$ cat src/rtl/rs_syndrome_calc_if.sv
// Handshake and data bundle between a codeword source and rs_syndrome_calc.
// master = word source / result consumer, slave = syndrome calculator.
// Optional errCount signal present only when RS_SYND_ERRCOUNT_EN is defined.
interface rs_syndrome_calc_if;
  logic [59:0] codeWord;
  logic        startIn;
  logic        busy;
  logic [23:0] syndromes;
  logic        syndValid;
  logic        errorDetected;
`ifdef RS_SYND_ERRCOUNT_EN
  logic [15:0] errCount;
`endif

  modport master (
    output codeWord,
    output startIn,
    input  busy,
    input  syndromes,
    input  syndValid,
    input  errorDetected
`ifdef RS_SYND_ERRCOUNT_EN
    ,input errCount
`endif
  );

  modport slave (
    input  codeWord,
    input  startIn,
    output busy,
    output syndromes,
    output syndValid,
    output errorDetected
`ifdef RS_SYND_ERRCOUNT_EN
    ,output errCount
`endif
  );
endinterface

$ cat src/rtl/rs_syndrome_calc.sv
// RS(15,9) syndrome calculator over GF(16) (x^4+x+1): S1..S6 by Horner's rule, one symbol per cycle.
// Latency: start accepted at edge k, syndromes + syndValid pulse at edge k+15; one result per 16 cycles.
// Backpressure: none; startIn while busy is dropped. Macro RS_SYND_ERRCOUNT_EN adds errCount.
module rs_syndrome_calc (
  input logic            clk,
  input logic            rstN,
  rs_syndrome_calc_if.slave bus
);

  typedef enum logic {IDLE, ACCUM} state_t;

  // alpha^1..alpha^6 packed as nibbles, alpha^j at [4(j-1)+:4]
  localparam logic [23:0] ALPHA_POWS = 24'hC63842;

  // GF(16) multiply, shift-and-add with reduction by x^4 = x + 1
  function automatic logic [3:0] gf_mul(input logic [3:0] a, input logic [3:0] b);
    logic [3:0] p;
    logic [3:0] x;
    p = 4'h0;
    x = a;
    for (int i = 0; i < 4; i++) begin
      if (b[i]) p = p ^ x;
      x = {x[2:0], 1'b0} ^ (x[3] ? 4'b0011 : 4'b0000);
    end
    return p;
  endfunction

  state_t      r_state;
  logic [59:0] r_word;
  logic [3:0]  r_cnt;
  logic [23:0] r_acc;
  logic        r_busy;
  logic [23:0] r_synd;
  logic        r_valid;
  logic        r_err;

  logic [3:0]  w_sym;
  logic [23:0] w_next;

  assign w_sym = r_word[{r_cnt, 2'b00} +: 4];

  // One Horner step for all six syndromes in parallel
  always_comb begin
    w_next = 24'h0;
    for (int j = 0; j < 6; j++) begin
      w_next[4*j +: 4] = gf_mul(r_acc[4*j +: 4], ALPHA_POWS[4*j +: 4]) ^ w_sym;
    end
  end

  // Control FSM plus datapath registers; the final step loads outputs directly
  always_ff @(posedge clk or negedge rstN) begin
    if (!rstN) begin
      r_state <= IDLE;
      r_word  <= 60'h0;
      r_cnt   <= 4'd0;
      r_acc   <= 24'h0;
      r_busy  <= 1'b0;
      r_synd  <= 24'h0;
      r_valid <= 1'b0;
      r_err   <= 1'b0;
    end else begin
      r_valid <= 1'b0;
      case (r_state)
        IDLE: begin
          if (bus.startIn) begin
            r_word  <= bus.codeWord;
            r_acc   <= 24'h0;
            r_cnt   <= 4'd14;
            r_busy  <= 1'b1;
            r_state <= ACCUM;
          end
        end
        ACCUM: begin
          r_acc <= w_next;
          if (r_cnt == 4'd0) begin
            // c0 consumed: publish and leave without decrementing
            r_synd  <= w_next;
            r_err   <= |w_next;
            r_valid <= 1'b1;
            r_busy  <= 1'b0;
            r_state <= IDLE;
          end else begin
            r_cnt <= r_cnt - 4'd1;
          end
        end
        default: r_state <= IDLE;
      endcase
    end
  end

  assign bus.busy          = r_busy;
  assign bus.syndromes     = r_synd;
  assign bus.syndValid     = r_valid;
  assign bus.errorDetected = r_err;

`ifdef RS_SYND_ERRCOUNT_EN
  logic [15:0] r_err_count;

  // Saturating count of completions that found a nonzero syndrome
  always_ff @(posedge clk or negedge rstN) begin
    if (!rstN) begin
      r_err_count <= 16'h0;
    end else if (r_state == ACCUM && r_cnt == 4'd0 && (|w_next) && r_err_count != 16'hFFFF) begin
      r_err_count <= r_err_count + 16'd1;
    end
  end

  assign bus.errCount = r_err_count;
`endif

endmodule

$ cat src/flat_wrapper.sv
// flat-port wrapper written by rule: the top's interface ports become plain ports
module rs_syndrome_calc_flat 
  (clk, rstN, bus_codeWord, bus_startIn, bus_busy, bus_syndromes, bus_syndValid, bus_errorDetected);
  rs_syndrome_calc_if bus_i ();
  input logic clk;
  input logic rstN;
  input wire logic [$bits(bus_i.codeWord)-1:0] bus_codeWord;
  input wire logic [$bits(bus_i.startIn)-1:0] bus_startIn;
  output wire logic [$bits(bus_i.busy)-1:0] bus_busy;
  output wire logic [$bits(bus_i.syndromes)-1:0] bus_syndromes;
  output wire logic [$bits(bus_i.syndValid)-1:0] bus_syndValid;
  output wire logic [$bits(bus_i.errorDetected)-1:0] bus_errorDetected;
  assign bus_i.codeWord = bus_codeWord;
  assign bus_i.startIn = bus_startIn;
  assign bus_busy = bus_i.busy;
  assign bus_syndromes = bus_i.syndromes;
  assign bus_syndValid = bus_i.syndValid;
  assign bus_errorDetected = bus_i.errorDetected;
  rs_syndrome_calc u_core (.clk(clk), .rstN(rstN), .bus(bus_i));
endmodule
$ cat config.mk
export PLATFORM = sky130hd
export DESIGN_NAME = rs_syndrome_calc_flat
export DESIGN_NICKNAME = d
export VERILOG_FILES = /design/src/rtl/rs_syndrome_calc_if.sv /design/src/rtl/rs_syndrome_calc.sv /design/src/flat_wrapper.sv
export SDC_FILE = /design/constraint.sdc
export NUM_CORES = 1
export LEC_CHECK = 0
export CORE_MARGIN = 4
export CORE_UTILIZATION = 58
export DETAILED_ROUTE_END_ITERATION = 10
export PLACE_DENSITY = 0.84
export SYNTH_ARGS = -nofsm -noshare
export SYNTH_HDL_FRONTEND = slang
export SYNTH_SLANG_ARGS = --single-unit
$ cat constraint.sdc
create_clock -name clk -period 4.55 [get_ports clk]
set_clock_uncertainty 0.1 [all_clocks]
set_input_delay 0.91 -clock clk [delete_from_list [all_inputs] [get_ports clk]]
set_output_delay 0.91 -clock clk [all_outputs]
set_load 0.005 [all_outputs]
; ---- Word level (Yosys, flattened, before mapping)
; Index checks and enable logic that the tools add are counted.
; Widths: inputs -> output; s select.
[word_totals]
register_bits = 116
word_cells = 66
[op_classes]
n_addsub = 1
n_eq_ne = 3
shifts = 1
muxes = 25
n_bitwise = 22
n_reduce_logical = 6
[ops]
columns = op, n
row1 = $xor 4x4->4, 21
row2 = $shiftx 60x7->4, 1
row3 = $pmux 24 s2, 1
row4 = $mux 2, 12
row5 = $mux 24, 1
row6 = $reduce_or 24->1, 1
row7 = $mux 4, 2
row8 = $pmux 4 s2, 1
row9 = $reduce_and 2->1, 4
row10 = $mux 1, 6
row11 = $ne 2x2->1 const B, 3
row12 = $logic_not 4->1, 1
row13 = $pmux 1 s2, 2
row14 = $sub 4x1->4 const B, 1
row15 = $not 1->1, 1

; ---- Logic depth before layout (Yosys ltp)
[depth]
depth_word = 9
ltp_mapped = 10
ltp_nobuf = 7

; ---- Least setup slack after synthesis
; OpenSTA, ideal clock, no wires.
[synth_path]
path_type = reg-to-reg
from = register u_core.r_cnt[1]
to = register u_core.r_err, in the netlist u_core.bus.errorDetected
setup_time_ps = 134
t_arrival_ps = 2127
required_time_ps = 4316
slack_ps = 2189
path_stages_with_launch = 8
path_buffers = 1
period_less_slack_ps = 2361
cell_sequence = dfrtp_1 > buf_6 > mux4_2 > or2_1 > a32o_2 > or4b_1 > o31ai_1 > a31oi_1
[synth_between]
elab_chain_len = 3
elab_cells_between_ends = 10
[synth_rtl]
columns = element, line_no
row1 = "start, declared", rs_syndrome_calc.sv:30  ; logic [3:0] r_cnt;
row2 = "start signal, assigned", rs_syndrome_calc.sv:83  ; r_cnt <= r_cnt - 4'd1;
row3 = $shiftx 60x7->4, rs_syndrome_calc.sv:40  ; assign w_sym = r_word[{r_cnt, 2'b00} +: 4];
row4 = $xor 4x4->4, rs_syndrome_calc.sv:46  ; w_next[4*j +: 4] = gf_mul(r_acc[4*j +: 4], ALPHA_POWS[4*j +: 4]) ^ w_sym;
row5 = $reduce_or 24->1, rs_syndrome_calc.sv:78  ; r_err <= |w_next;
row6 = "end signal, assigned", rs_syndrome_calc.sv:78
row7 = "end, declared", rs_syndrome_calc.sv:35  ; logic r_err;
; Parallel ways exist; a longest one is shown, timed or not.
; A chain may end at the register's enable or synchronous reset.

; ---- Worst setup path after layout
; Same ends and word-level chain as after synthesis.

==> flow_metrics.env <==
export IMPL_first_pass_iters=4
export IMPL_crit_required_ps=4840
export IMPL_drt_vias_per_instance=5.66
export IMPL_period_minus_slack_ps=3280
export IMPL_ys_warn_count=0
export IMPL_dieArea_mm2=0.0114
export IMPL_dp_hpwl_mm=9.15
export IMPL_dp_cells=671
export IMPL_syn_area_mm2=0.00564
export IMPL_stdcell_count=703
export IMPL_fin_setup_tns_ps=0
export IMPL_gr_total_overflow=0
export IMPL_area_delta_synth_final_pct=27.9
export IMPL_cts_sinks=116
export IMPL_hold_ws_ps=346
export IMPL_post_cts_resized=0
export IMPL_slew_headroom_pct=24.6
export IMPL_synth_main_ff_cell="dfrtp_1"
export IMPL_maxCapViolCount=0
export IMPL_synth_cell_type_count=46
export IMPL_synth_simple_area_share_pct=9.58
export IMPL_cts_buffers=17
export IMPL_rows=35
export IMPL_grt_max_degree=64
export IMPL_postCtsHoldBufs=0
export IMPL_post_route_period_util_pct=72.0
export IMPL_io_buffers=89
export IMPL_synth_top_area_cell="dfrtp_1"
export IMPL_crit_type="flip-flop to flip-flop"
export IMPL_tightest_slew_ps=1130
export IMPL_max_clock_path_buffers=2
export IMPL_grtUsageTotal_pct=24.0
export IMPL_async_flop_share_pct=100
export IMPL_final_hold_viol_count=0
export IMPL_ios=90
export IMPL_maxSlewViolCount=0
export IMPL_leakage_nw=3.18
export IMPL_p_per_area_mw_per_mm2=889
export IMPL_drc=0
export IMPL_cp_arrival_ps=3560
export IMPL_synth_compound_area_share_pct=6.83
export IMPL_post_cts_setup_buffer_count=0
export IMPL_critPathCaptureType="flip-flop"
export IMPL_cts_tree="built"
export IMPL_n_antenna_cell=0
export IMPL_place_area_mm2=0.00661
export IMPL_cts_root_buf="clkbuf_8"
export IMPL_synthXorXnorAreaFrac_pct=6.83
export IMPL_status="finished, final reports clean"
export IMPL_fill_cells=636
export IMPL_antenna_found_initial=0
export IMPL_fp_dieH_um=107
export IMPL_core_mm2=0.00937
export IMPL_synthAdderAreaFrac_pct=0.222
export IMPL_syn_num_nets=540
export IMPL_rsz0062_at_grt="false"
export IMPL_htreeDepth=4
export IMPL_synth_enable_flop_cells=0
export IMPL_drt_iter0_drc=202
export IMPL_layout_drive_gt1_share_pct=18.8
export IMPL_wirelength_mm=13.0
export IMPL_clock_fmax_mhz=305
export IMPL_clk_latency_ps=520
export IMPL_ant_nets=0
export IMPL_hp_class="input pin to asynchronous set/reset pin"
export IMPL_wl_per_cell_um=18.4
export IMPL_setup_violations=0
export IMPL_start_kind="flip-flop"
export IMPL_synth_top_family_by_area="multiplexers"
export IMPL_clk_pin_slew_ps=60
export IMPL_synth_avg_cell_area_um2=11.9
export IMPL_final_cell_area_mm2=0.00722
export IMPL_yosys_register_bits=116
export IMPL_grt_pass1_wl_mm=21.1
export IMPL_peakVddDrop_mv=0.460
export IMPL_yosysTopAreaCellShare_pct=51.4
export IMPL_die_x_um=107
export IMPL_synthCells=476
export IMPL_final_nets=625
export IMPL_synth_area_leaders="dfrtp_1, mux2_2, mux2i_1"
export IMPL_start_util_pct=60.2
export IMPL_vias=3976
export IMPL_cp_max_fo=26
export IMPL_place_gp_congestion=0.932
export IMPL_r2r_slack_ps=1270
export IMPL_seq_area_frac_synth_pct=51.4
export IMPL_muxShareOfSynthArea_pct=22.0
export IMPL_grt_pass1_vias=4173
## critical path: stages, from the launching register on
cell     delay [ps]
dfrtp_1        1080
mux4_2          610
mux4_2          650
nor3b_2         220
a21oi_1          50
nor4_1          290
a31oi_1         120
## cells by family (layout without fill, tap and decap cells)
logic type	Yosys count	in the layout
flip-flops	116	116
XOR/XNOR	44	44
buffers and inverters	39	137
multiplexers	110	110
adder cells (fa/ha/maj)	1	1
AO/OA/AOI/OAI	61	61
AND/OR/NAND/NOR	105	105
## cells in the final DEF (no fill, tap or decap), types with 2 or more instances in the layout
cell type,instances
a221oi_1,3
clkinv_2,4
clkdlybuf4s50_1,88
buf_4,8
and3_1,2
mux4_2,5
nand3_1,7
nor2b_1,7
a21oi_1,8
xor2_1,15
inv_1,9
clkbuf_16,16
clkinv_4,3
nand2b_1,22
mux2_2,60
o22ai_1,3
mux2i_1,45
o2111ai_1,2
nand2_1,36
nor4_1,2
xnor2_1,29
a32oi_1,4
a31oi_1,4
o211ai_1,2
and2_1,2
nor2_1,14
o21ai_0,27
o31ai_1,2
nand4_1,2
nor3b_1,2
clkbuf_8,4
dfrtp_1,116
bufinv_16,3
## cell usage after synthesis (3+ instances only)
library cell,n
a21oi_1,8
a221oi_1,3
a31oi_1,4
a32oi_1,4
buf_1,4
buf_2,7
clkbuf_1,15
dfrtp_1,116
inv_1,9
mux2_2,60
mux2i_1,45
mux4_2,5
nand2_1,36
nand2b_1,22
nand3_1,7
nor2_1,14
nor2b_1,8
o21ai_0,27
o22ai_1,3
xnor2_1,29
xor2_1,15
## power breakdown
group | switching, mW | total [mW] | internal, mW | leakage [nW]
combinational | 1.50 | 2.97 | 1.48 | 1.48
clock | 0.472 | 1.35 | 0.877 | 0.301
sequential | 0.509 | 2.09 | 1.58 | 1.40
total | 2.48 | 6.41 | 3.94 | 3.18
## metal layers
layer / share of wire (%) / GRT usage, % / vias up
li1: - / - / 1846
met1: 40 / 28.2 / 1984
met2: 54 / 42.6 / 113
met3: 4.2 / 6.20 / 33
met4: 2.2 / 8.49 / 0
met5: 0 / 0 / -
## cell type report
type                            instances  area, um^2  share of cell area (%)
Clock buffer                           20         455                    6.31
Clock inverter                         12         153                    2.12
Inverter                                9        33.8                   0.468
Multi-Input combinational cell        321        2570                    35.6
Sequential cell                       116        2900                    40.2
Tap cell                              129         161                    2.24
Timing Repair Buffer                   96         941                    13.0
## through the flow
stage / util (%) / setup WS (ps) / power, mW
5_1_grt: 77.0 / 1020 / 6.83
4_1_cts: 77.0 / 1280 / 6.43
6_report: 77.0 / 1270 / 6.41
2_1_floorplan: - / 2190 / 4.14
3_5_place_dp: 70.5 / 1320 / 5.04
3_3_place_gp: 70.5 / 1340 / 4.90
## state kept, by name (all words and copies together), names as in the netlist
signal,cells
u_core.bus.errorDetected,1
u_core.r_state,1
u_core.bus.syndromes,24
u_core.r_word,60
u_core.r_acc,24
u_core.bus.busy,1
u_core.bus.syndValid,1
u_core.r_cnt,4
## final timing paths
| check | cells past startpoint | to | startpoint |
|---|---|---|---|
| max in group asynchronous | 2 | u_core.r_acc[8] | rstN |
| worst max register to register | 6 | u_core.bus.errorDetected | u_core.r_cnt[1] |
| worst min register to register | 2 | u_core.bus.syndromes[11] | u_core.bus.syndromes[11] |
| worst max-delay path | 6 | u_core.bus.errorDetected | u_core.r_cnt[1] |
| worst min-delay path | 1 | u_core.bus.syndromes[18] | rstN |
| min in group clk | 2 | u_core.bus.syndromes[11] | u_core.bus.syndromes[11] |
(Power assumes the default switching activity.)
